File: src/rtl/cache_evict_fill_if.sv
// Per-beat bus handshake between the miss sequencer (master) and the memory bus (slave).
interface cache_evict_fill_if #(
  parameter int PALEN = 34
);
  logic             BusRead;
  logic             BusWrite;
  logic [PALEN-1:0] BusAdr;
  logic             BusBeatAck;

  modport master (
    output BusRead,
    output BusWrite,
    output BusAdr,
    input  BusBeatAck
  );

  modport slave (
    input  BusRead,
    input  BusWrite,
    input  BusAdr,
    output BusBeatAck
  );
endinterface

File: src/rtl/cache_evict_fill.sv
// Cache miss sequencer: captures the victim way, writes back a dirty victim, fills the line.
// Optional eviction/writeback counters and the VictimValid port exist under CACHE_EVICT_PERF_EN.
module cache_evict_fill #(
  parameter int NUMWAYS      = 4,
  parameter int SETLEN       = 9,
  parameter int OFFSETLEN    = 5,
  parameter int TAGLEN       = 20,
  parameter int BEATSPERLINE = 4
) (
  input  logic                                 clk,
  input  logic                                 reset,
  input  logic                                 FlushStage,
  input  logic                                 Miss,
  input  logic [TAGLEN+SETLEN+OFFSETLEN-1:0]   PAdr,
  input  logic [NUMWAYS-1:0]                   VictimWay,
  input  logic                                 VictimDirty,
  input  logic [TAGLEN-1:0]                    VictimTag,
`ifdef CACHE_EVICT_PERF_EN
  input  logic                                 VictimValid,
`endif
  cache_evict_fill_if.master                   bus,
  output logic                                 CacheStall,
  output logic [$clog2(BEATSPERLINE)-1:0]      BeatCount,
  output logic [NUMWAYS-1:0]                   SelWay,
  output logic                                 LineWriteEn,
  output logic                                 SetValid,
  output logic                                 ClearDirty,
  output logic                                 LRUWriteEn,
  output logic [31:0]                          EvictCount,
  output logic [31:0]                          WritebackCount
);

  localparam int BEATLEN = $clog2(BEATSPERLINE);
  localparam int PALEN   = TAGLEN + SETLEN + OFFSETLEN;
  localparam logic [BEATLEN-1:0] LAST_BEAT = BEATLEN'(BEATSPERLINE - 1);

  typedef enum logic [1:0] {
    IDLE      = 2'd0,
    WRITEBACK = 2'd1,
    FILL      = 2'd2,
    DONE      = 2'd3
  } state_e;

  state_e              state_q, state_d;
  logic [NUMWAYS-1:0]  sel_way_q, sel_way_d;
  logic [SETLEN-1:0]   set_q, set_d;
  logic [TAGLEN-1:0]   tag_q, tag_d;
  logic [TAGLEN-1:0]   victim_tag_q, victim_tag_d;
  logic [BEATLEN-1:0]  beat_q, beat_d;

  logic                accept;
  logic                bus_read;
  logic                bus_write;
  logic [PALEN-1:0]    bus_adr;
  logic [TAGLEN-1:0]   adr_tag;

  // Byte offset of the missing access is irrelevant: whole lines move.
  logic unused_offset;
  assign unused_offset = ^PAdr[OFFSETLEN-1:0];

  assign accept = (state_q == IDLE) && Miss && !FlushStage;

  // NOTE: every signal written here gets a default first so no path leaves it unassigned (no latches).
  always_comb begin
    state_d      = state_q;
    sel_way_d    = sel_way_q;
    set_d        = set_q;
    tag_d        = tag_q;
    victim_tag_d = victim_tag_q;
    beat_d       = beat_q;
    CacheStall   = 1'b0;
    bus_read     = 1'b0;
    bus_write    = 1'b0;
    bus_adr      = '0;
    adr_tag      = tag_q;
    LineWriteEn  = 1'b0;
    SetValid     = 1'b0;
    ClearDirty   = 1'b0;
    LRUWriteEn   = 1'b0;

    unique case (state_q)
      IDLE: begin
        // Capture in the first Miss cycle, while the replacement block still presents this victim.
        if (accept) begin
          CacheStall   = 1'b1;
          sel_way_d    = VictimWay;
          set_d        = PAdr[OFFSETLEN +: SETLEN];
          tag_d        = PAdr[PALEN-1 -: TAGLEN];
          victim_tag_d = VictimTag;
          beat_d       = '0;
          state_d      = VictimDirty ? WRITEBACK : FILL;
        end
      end

      WRITEBACK: begin
        CacheStall = 1'b1;
        bus_write  = 1'b1;
        adr_tag    = victim_tag_q;
        if (bus.BusBeatAck) begin
          beat_d = beat_q + BEATLEN'(1);
          if (beat_q == LAST_BEAT) state_d = FILL;
        end
      end

      FILL: begin
        CacheStall  = 1'b1;
        bus_read    = 1'b1;
        LineWriteEn = bus.BusBeatAck;
        if (bus.BusBeatAck) begin
          beat_d = beat_q + BEATLEN'(1);
          if (beat_q == LAST_BEAT) state_d = DONE;
        end
      end

      DONE: begin
        SetValid   = 1'b1;
        ClearDirty = 1'b1;
        LRUWriteEn = 1'b1;
        state_d    = IDLE;
      end

      default: state_d = IDLE;
    endcase

    if (bus_read || bus_write) begin
      bus_adr = (PALEN'({adr_tag, set_q}) << OFFSETLEN)
              | (PALEN'(beat_q) << (OFFSETLEN - BEATLEN));
    end
  end

  // NOTE: sequential state uses non-blocking assignments so every flop samples pre-edge values.
  always_ff @(posedge clk) begin
    if (reset) begin
      state_q      <= IDLE;
      sel_way_q    <= '0;
      set_q        <= '0;
      tag_q        <= '0;
      victim_tag_q <= '0;
      beat_q       <= '0;
    end else begin
      state_q      <= state_d;
      sel_way_q    <= sel_way_d;
      set_q        <= set_d;
      tag_q        <= tag_d;
      victim_tag_q <= victim_tag_d;
      beat_q       <= beat_d;
    end
  end

  assign bus.BusRead  = bus_read;
  assign bus.BusWrite = bus_write;
  assign bus.BusAdr   = bus_adr;
  assign BeatCount    = beat_q;
  assign SelWay       = sel_way_q;

`ifdef CACHE_EVICT_PERF_EN
  logic        victim_valid_q, victim_valid_d;
  logic [31:0] evict_count_q, evict_count_d;
  logic [31:0] wb_count_q, wb_count_d;

  always_comb begin
    victim_valid_d = victim_valid_q;
    evict_count_d  = evict_count_q;
    wb_count_d     = wb_count_q;
    if (accept) begin
      victim_valid_d = VictimValid;
      if (VictimDirty) wb_count_d = wb_count_q + 32'd1;
    end
    if ((state_q == DONE) && victim_valid_q) evict_count_d = evict_count_q + 32'd1;
  end

  always_ff @(posedge clk) begin
    if (reset) begin
      victim_valid_q <= 1'b0;
      evict_count_q  <= '0;
      wb_count_q     <= '0;
    end else begin
      victim_valid_q <= victim_valid_d;
      evict_count_q  <= evict_count_d;
      wb_count_q     <= wb_count_d;
    end
  end

  assign EvictCount     = evict_count_q;
  assign WritebackCount = wb_count_q;
`else
  assign EvictCount     = '0;
  assign WritebackCount = '0;
`endif

endmodule
File: src/flat_wrapper.sv
// flat-port wrapper written by rule: the top's interface ports become plain ports
module cache_evict_fill_flat 
#(
  parameter int NUMWAYS      = 4,
  parameter int SETLEN       = 9,
  parameter int OFFSETLEN    = 5,
  parameter int TAGLEN       = 20,
  parameter int BEATSPERLINE = 4
)
  (clk, reset, FlushStage, Miss, PAdr, VictimWay, VictimDirty, VictimTag, CacheStall, BeatCount, SelWay, LineWriteEn, SetValid, ClearDirty, LRUWriteEn, EvictCount, WritebackCount, bus_BusRead, bus_BusWrite, bus_BusAdr, bus_BusBeatAck);
  cache_evict_fill_if bus_i ();
  input  logic clk;
  input  logic reset;
  input  logic FlushStage;
  input  logic Miss;
  input  logic [TAGLEN+SETLEN+OFFSETLEN-1:0] PAdr;
  input  logic [NUMWAYS-1:0] VictimWay;
  input  logic VictimDirty;
  input  logic [TAGLEN-1:0] VictimTag;
  output logic CacheStall;
  output logic [$clog2(BEATSPERLINE)-1:0] BeatCount;
  output logic [NUMWAYS-1:0] SelWay;
  output logic LineWriteEn;
  output logic SetValid;
  output logic ClearDirty;
  output logic LRUWriteEn;
  output logic [31:0] EvictCount;
  output logic [31:0] WritebackCount;
  output wire logic [$bits(bus_i.BusRead)-1:0] bus_BusRead;
  output wire logic [$bits(bus_i.BusWrite)-1:0] bus_BusWrite;
  output wire logic [$bits(bus_i.BusAdr)-1:0] bus_BusAdr;
  input wire logic [$bits(bus_i.BusBeatAck)-1:0] bus_BusBeatAck;
  assign bus_BusRead = bus_i.BusRead;
  assign bus_BusWrite = bus_i.BusWrite;
  assign bus_BusAdr = bus_i.BusAdr;
  assign bus_i.BusBeatAck = bus_BusBeatAck;
  cache_evict_fill #(.NUMWAYS(NUMWAYS), .SETLEN(SETLEN), .OFFSETLEN(OFFSETLEN), .TAGLEN(TAGLEN), .BEATSPERLINE(BEATSPERLINE)) u_core (.clk(clk), .reset(reset), .FlushStage(FlushStage), .Miss(Miss), .PAdr(PAdr), .VictimWay(VictimWay), .VictimDirty(VictimDirty), .VictimTag(VictimTag), .bus(bus_i), .CacheStall(CacheStall), .BeatCount(BeatCount), .SelWay(SelWay), .LineWriteEn(LineWriteEn), .SetValid(SetValid), .ClearDirty(ClearDirty), .LRUWriteEn(LRUWriteEn), .EvictCount(EvictCount), .WritebackCount(WritebackCount));
endmodule
File: config.mk
export PLATFORM = sky130hd
export DESIGN_NAME = cache_evict_fill_flat
export DESIGN_NICKNAME = d
export VERILOG_FILES = /design/src/rtl/cache_evict_fill_if.sv /design/src/rtl/cache_evict_fill.sv /design/src/flat_wrapper.sv
export SDC_FILE = /design/constraint.sdc
export NUM_CORES = 1
export LEC_CHECK = 0
export BUFFER_PORTS_ARGS = -buffer_cell sky130_fd_sc_hd__buf_2
export CAP_MARGIN = 20
export CORE_ASPECT_RATIO = 1.5
export CORE_MARGIN = 10
export CORE_UTILIZATION = 45
export CTS_BUF_LIST = sky130_fd_sc_hd__clkbuf_2
export CTS_CLUSTER_DIAMETER = 200
export DETAILED_ROUTE_END_ITERATION = 10
export GPL_ROUTABILITY_DRIVEN = 0
export GPL_TIMING_DRIVEN = 0
export HOLD_SLACK_MARGIN = 0.05
export PLACE_DENSITY = 0.81
export SLEW_MARGIN = 30
export SYNTH_ARGS = -nofsm -noshare
export SYNTH_HDL_FRONTEND = slang
export SYNTH_SLANG_ARGS = --single-unit
File: constraint.sdc
create_clock -name clk -period 2.3 [get_ports clk]
set_clock_uncertainty 0.1 [all_clocks]
set_input_delay 0.23 -clock clk [delete_from_list [all_inputs] [get_ports clk]]
set_output_delay 0.23 -clock clk [all_outputs]
set_load 0.01 [all_outputs]
* Word level (Yosys, flattened, before mapping)
Cells that the tools add are included.
** Storage, ports and cells
- Flip-flop bits (word level) :: 57
- Input port bits :: 64
- Output and inout port bits :: 111
- Logic and storage cells :: 46
** Cells by class
- Add/sub/neg operators :: 1
- Equality and inequality tests :: 10
- Muxes and demuxes :: 18
- Bitwise operators :: 1
- Reduce and logical (&&, ||, !) cells :: 10
** Operators with widths (number)
- 34-bit 2-to-1 mux :: 1
- 34-bit by 5-bit bitwise OR with 34-bit output :: 1
- 20-bit 2-to-1 mux :: 1
- 2-bit 2-to-1 mux :: 8
- 2-bit by 1-bit != test with 1-bit output (second input constant) :: 4
- 2-bit case mux with 4 select lines :: 1
- 2-bit == test (second input constant) :: 3
- 1-bit 2-to-1 mux :: 5
- 5-bit AND reduction :: 1
- 2-bit != test (second input constant) :: 2
- 2-bit case mux with 2 select lines :: 1
- 3-bit AND reduction :: 1
- 2-bit by 1-bit adder with 2-bit output (second input constant) :: 1
- 2-bit by 1-bit == test with 1-bit output (second input constant) :: 1
- 1-bit logical AND :: 2
- 2-bit zero test :: 1
- 1-bit case mux with 2 select lines :: 1
- 2-bit AND reduction :: 1
- 2-bit nonzero test :: 1
- 2-bit OR reduction :: 1
- 1-bit zero test :: 1
- 1-bit logical OR :: 1

* Longest topological paths before layout
- Depth in word-level cells :: 5
- Depth in mapped cells :: 7
- Depth with buffers taken out :: 5

* Worst setup path before layout
OpenSTA, ideal clock, no wires.
- Kind :: flip-flop to flip-flop
- From :: register u_core.state_q[0]
- To :: register u_core.beat_q[0] (netlist: u_core.BeatCount[0])
- Setup time :: 0.072 ns
- Data arrival time :: 1.489 ns
- Data required time :: 2.128 ns
- Setup slack :: 0.639 ns
- Stages on the path, launching flop included :: 6
- Buffers on the path :: 1
- Period minus slack after synthesis :: 1.661 ns
- Path through :: dfxtp_1 inv_1 ha_1 clkbuf_2 a221oi_1 mux2i_1
** Between the ends
- Word-level cells in the longest chain between the ends :: 5
- Elaborated cells between the ends (all ways) :: 11
- Classes of those cells :: eq/ne: 4; mux: 1; reduce/logical: 6
** RTL lines
- from (decl) :: RTL line cache_evict_fill.sv:44 : state_e state_q, state_d;
- from (signal assigned) :: RTL line cache_evict_fill.sv:141 : state_q <= state_d;
- 2-bit zero test :: RTL line cache_evict_fill.sv:61, cache_evict_fill.sv:81
- 1-bit logical AND (2 in a row) :: RTL line cache_evict_fill.sv:61 : assign accept = (state_q == IDLE) && Miss && !FlushStage;
- 2-bit by 1-bit != test with 1-bit output (no source line)
- 3-bit AND reduction (no source line)
- to (signal assigned) :: RTL line cache_evict_fill.sv:146 : beat_q <= beat_d;
- to (decl) :: RTL line cache_evict_fill.sv:49 : logic [BEATLEN-1:0] beat_q, beat_d;
Parallel ways exist; a longest one is shown, timed or not.
A chain may end at the register's enable or synchronous reset.

* Final worst setup path
- From :: register u_core.state_q[0]
- To :: output port bus_BusAdr[20]
** Between the ends
- Word-level cells in the longest chain between the ends :: 4
- Elaborated cells between the ends (all ways) :: 8
- Classes of those cells :: eq/ne: 2; mux: 4; bitwise: 1; reduce/logical: 1
** RTL lines
- 2-bit by 1-bit == test with 1-bit output or 2-bit == test (tied branches) :: RTL line cache_evict_fill.sv:81 : unique case (state_q)
- 20-bit 2-to-1 mux or 1-bit 2-to-1 mux (tied branches) :: RTL line cache_evict_fill.sv:81
- 34-bit by 5-bit bitwise OR with 34-bit output or 1-bit logical OR (tied branches) :: RTL line cache_evict_fill.sv:127, cache_evict_fill.sv:125
- 34-bit 2-to-1 mux (*) :: RTL line cache_evict_fill.sv:125 : if (bus_read || bus_write) begin
- to (decl) :: RTL line flat_wrapper.sv:31 : output wire logic [$bits(bus_i.BusAdr)-1:0] bus_BusAdr;
Mark *: on every way between the ends. The rest lies on a longest branch, timed or not.

==> results.txt <==
----------------------------------------------------
[Status]
  Status ... complete, no violations

[STA]
  Final period demand of the worst path ... 2.23 ns
  Worst hold slack ... about 0.08 ns
  Worst-margin pin slew ... 0.525 ns
  Slew Viols, Final ... 0
  FMAX ... 448 MHz
  Endpoints failing hold ... 0
  Ratio of final minimum period to clock period ... 97.0%
  RSZ-0062 raised after global routing ... true
  Setup violators final ... 0
  Max-slew headroom at the worst pin ... 65.0%

[Synth]
  Post-Syn Area ... 0.00310 mm²
  Synth Register Bits ... 57
  Mean area per synthesized cell ... 7.90 µm²
  Number of unique standard cell types used by synthesis ... 24
  Portion of the post-synthesis area used by sequential elements ... 36.8%
  Number of instances in the synthesized netlist ... 393
  Biggest area consumer among synthesized cells ... sky130_fd_sc_hd__dfxtp_1
  Dominant cells by area after synthesis ... sky130_fd_sc_hd__dfxtp_1, sky130_fd_sc_hd__buf_4, sky130_fd_sc_hd__nand2_1
  Number of warning messages in the yosys log ... 0
  Area share of the largest cell type after synthesis ... between 30 and 40%

[Drt]
  Drt wl/cell ... 14.5 µm
  Total via count in the routed design ... 3130
  Number of nets still failing antenna checks after routing ... 0
  DRC ... 0
  Number of iterations in the first detailed-routing pass ... 4
  Detailed Route WL ... between 10000 and 15000 µm
  Vias/cell ... approximately 4.4
  DRC violation total after the first TritonRoute iteration ... between 100 and 150

[Finish]
  Post-synthesis to final-layout area growth ... 51.1%
  Area of all sequential standard cells ... between 0.001 and 0.0015 mm²
  Highest-count cells in the layout ignoring fill and taps ... sky130_fd_sc_hd__nand2_1, sky130_fd_sc_hd__buf_2, sky130_fd_sc_hd__buf_4
  Layout Nets ... 700
  Multi-input gate area ... 0.00160 mm²
  Most frequent standard cell in the layout excluding fill and tap cells ... sky130_fd_sc_hd__nand2_1
  Fill cell count ... 580
  Fraction of layout instances using a drive strength above 1 ... between 30% and 40%

[Clocking]
  Largest buffer count on any clock path ... 2
  Clock root buffer ... sky130_fd_sc_hd__clkbuf_2
  Clock-pin slew reported for the worst setup and hold paths after clock tree synthesis ... around 0.16 ns
  Number of levels in the clock H-tree ... 3
  Total clock buffers created by CTS ... 9
  CTS tree ... built
  Number of clock sinks seen by CTS ... 57
  Skew-Pair Late Insertion Delay ... 0.52 ns

[Worst setup path]
  Required time of the critical path ... 1.97 ns
  Kind of end point of the critical path ... output pin
  Critical path peak fanout ... 10
  Launching element type of the critical path ... flop
  Kind of critical path ... flop to output pin
  Arrival time of the worst setup path ... 1.90 ns

[Place]
  Buffers added on ports ... 102
  DP Wirelength ... 7210 µm

[GRT]
  Gr usage total ... 19.0%
  Pin count of the biggest net entering global routing ... 19
  First-pass GRT wire length ... about 16000 µm
  Residual overflow from global routing ... 0
  Antenna violations before repair ... 0
  Via count of the first global-routing pass ... roughly 3.3k

[Power]
  Leakage power ... 2.30 nW
  Cell Pwr Density ... about 720 mW/mm²
  Overall Power ... 3.38 mW
  Worst voltage drop across the vdd grid ... 0.385 mV

[Flow run]
  Max Cap Viol ... 0

[Floorplan]
  Die area ... between 0.01 and 0.015 mm²
  Chip width ... approximately 88 µm
  Height of the die ... ~120 µm
  Effective utilization at floorplan ... 45.6%
  Core footprint ... 0.00681 mm²
  Top Ports ... between 150 and 200
  Number of cell rows ... 37

[Worst hold path]
  Class of the worst hold path ... input port to flop

----------------------------------------------------
-- final timing paths --
kind                startpoint                   to  slack, ns  cells after the start
min reg2reg    u_core.set_q[7]      u_core.set_q[7]       0.36                      2
min                       Miss  u_core.BeatCount[0]       0.08                      4
max reg2reg  u_core.state_q[0]  u_core.BeatCount[1]       0.24                      5
max          u_core.state_q[0]       bus_BusAdr[20]       0.07                      5
-- worst max-delay path, stage by stage, from the launching register on --
cell	delay, ns
sky130_fd_sc_hd__dfxtp_4	0.41
sky130_fd_sc_hd__inv_1	0.10
sky130_fd_sc_hd__ha_4	0.35
sky130_fd_sc_hd__clkbuf_8	0.18
sky130_fd_sc_hd__nor2b_1	0.18
sky130_fd_sc_hd__buf_2	0.17
-- cells by family (layout without fill, tap and decap cells) --
group                      Yosys count  after routing  share of synthesized area [%]
adders and majority gates            7              7                           2.82
and+or+nand+nor                    151            151                           21.9
other                                1             68                          0.121
buffers and inverters               95            268                           20.8
AOI/OAI and AO/OA                   57             57                           9.56
muxes                               25             25                           8.10
DFF                                 57             57                           36.8
-- metal layers --
metal | global-route usage, % | routed length [µm] | share of wire [%]
met5 | 0 | 0 | 0
met4 | 12.5 | 386 | 3.7
met3 | 7.41 | 1110 | 11
met2 | 34.7 | 5360 | 52
met1 | 16.3 | 3480 | 34
-- cells in the mapped netlist --
cell and number:
sky130_fd_sc_hd__and3b_1 1, sky130_fd_sc_hd__nand2b_1 4, sky130_fd_sc_hd__or3b_2 1, sky130_fd_sc_hd__a2bb2oi_1 1, sky130_fd_sc_hd__a211o_1 1, sky130_fd_sc_hd__buf_2 4, sky130_fd_sc_hd__nor2b_1 20, sky130_fd_sc_hd__clkbuf_2 1
sky130_fd_sc_hd__nand3b_2 1, sky130_fd_sc_hd__conb_1 1, sky130_fd_sc_hd__and2_1 12, sky130_fd_sc_hd__nor2_1 5, sky130_fd_sc_hd__mux2_2 1, sky130_fd_sc_hd__dfxtp_1 57, sky130_fd_sc_hd__clkbuf_1 8, sky130_fd_sc_hd__ha_1 7
sky130_fd_sc_hd__buf_1 4, sky130_fd_sc_hd__a221oi_1 1, sky130_fd_sc_hd__nand2_1 106, sky130_fd_sc_hd__buf_4 75, sky130_fd_sc_hd__mux2i_1 24, sky130_fd_sc_hd__a21oi_1 54, sky130_fd_sc_hd__inv_1 3, sky130_fd_sc_hd__nand3b_1 1
-- area by class of cell --
type                       instances  share of cell area [%]
antenna                            1                  0.0534
buffer                            90                    14.2
clock buffer                      12                    1.28
clock inverter                     2                   0.160
inverter                           3                   0.240
multi-input combinational        307                    34.1
sequential                        57                    24.4
tap                               78                    2.08
timing repair buffer             161                    23.4
-- registers in the layout (all words and copies together) (netlist names) --
| name | count |
|---|---|
| u_core.BeatCount | 2 |
| u_core.SelWay | 4 |
| u_core.set_q | 9 |
| u_core.state_q | 2 |
| u_core.tag_q | 20 |
| u_core.victim_tag_q | 20 |
-- where the power goes --
group          total, mW  internal, mW  leakage (nW)  switching [mW]
Combinational       1.68         0.822          1.79           0.859
Clock              0.492         0.138        0.0530           0.354
Sequential          1.21          1.12         0.466          0.0864
Total               3.38          2.08          2.30            1.30
-- per-stage QoR --
| stage | worst slack [ns] | std cells | utilization (%) | setup TNS, ns | instance area (µm²) |
|---|---|---|---|---|---|
| floorplan | 0.639 | 459 | - | 0 | 3350 |
| global placement | 0.292 | 639 | 58.2 | 0 | 3960 |
| detailed placement | 0.244 | 639 | 58.2 | 0 | 3960 |
| CTS | 0.0346 | 710 | 68.3 | 0 | 4650 |
| global route | -0.0307 | 710 | 68.9 | -0.0613 | 4690 |
| finish | 0.0681 | 711 | 68.9 | 0 | 4690 |
-- repair_timing --
action | in CTS | in global routing
hold endpoints to repair | 57 | 0
hold buffers | 58 | 0
pin swaps | 0 | 1
buffers inserted | 1 | 0
resized for setup | 14 | 10
setup endpoints to repair | 32 | 23
(Power assumes the default switching activity.)
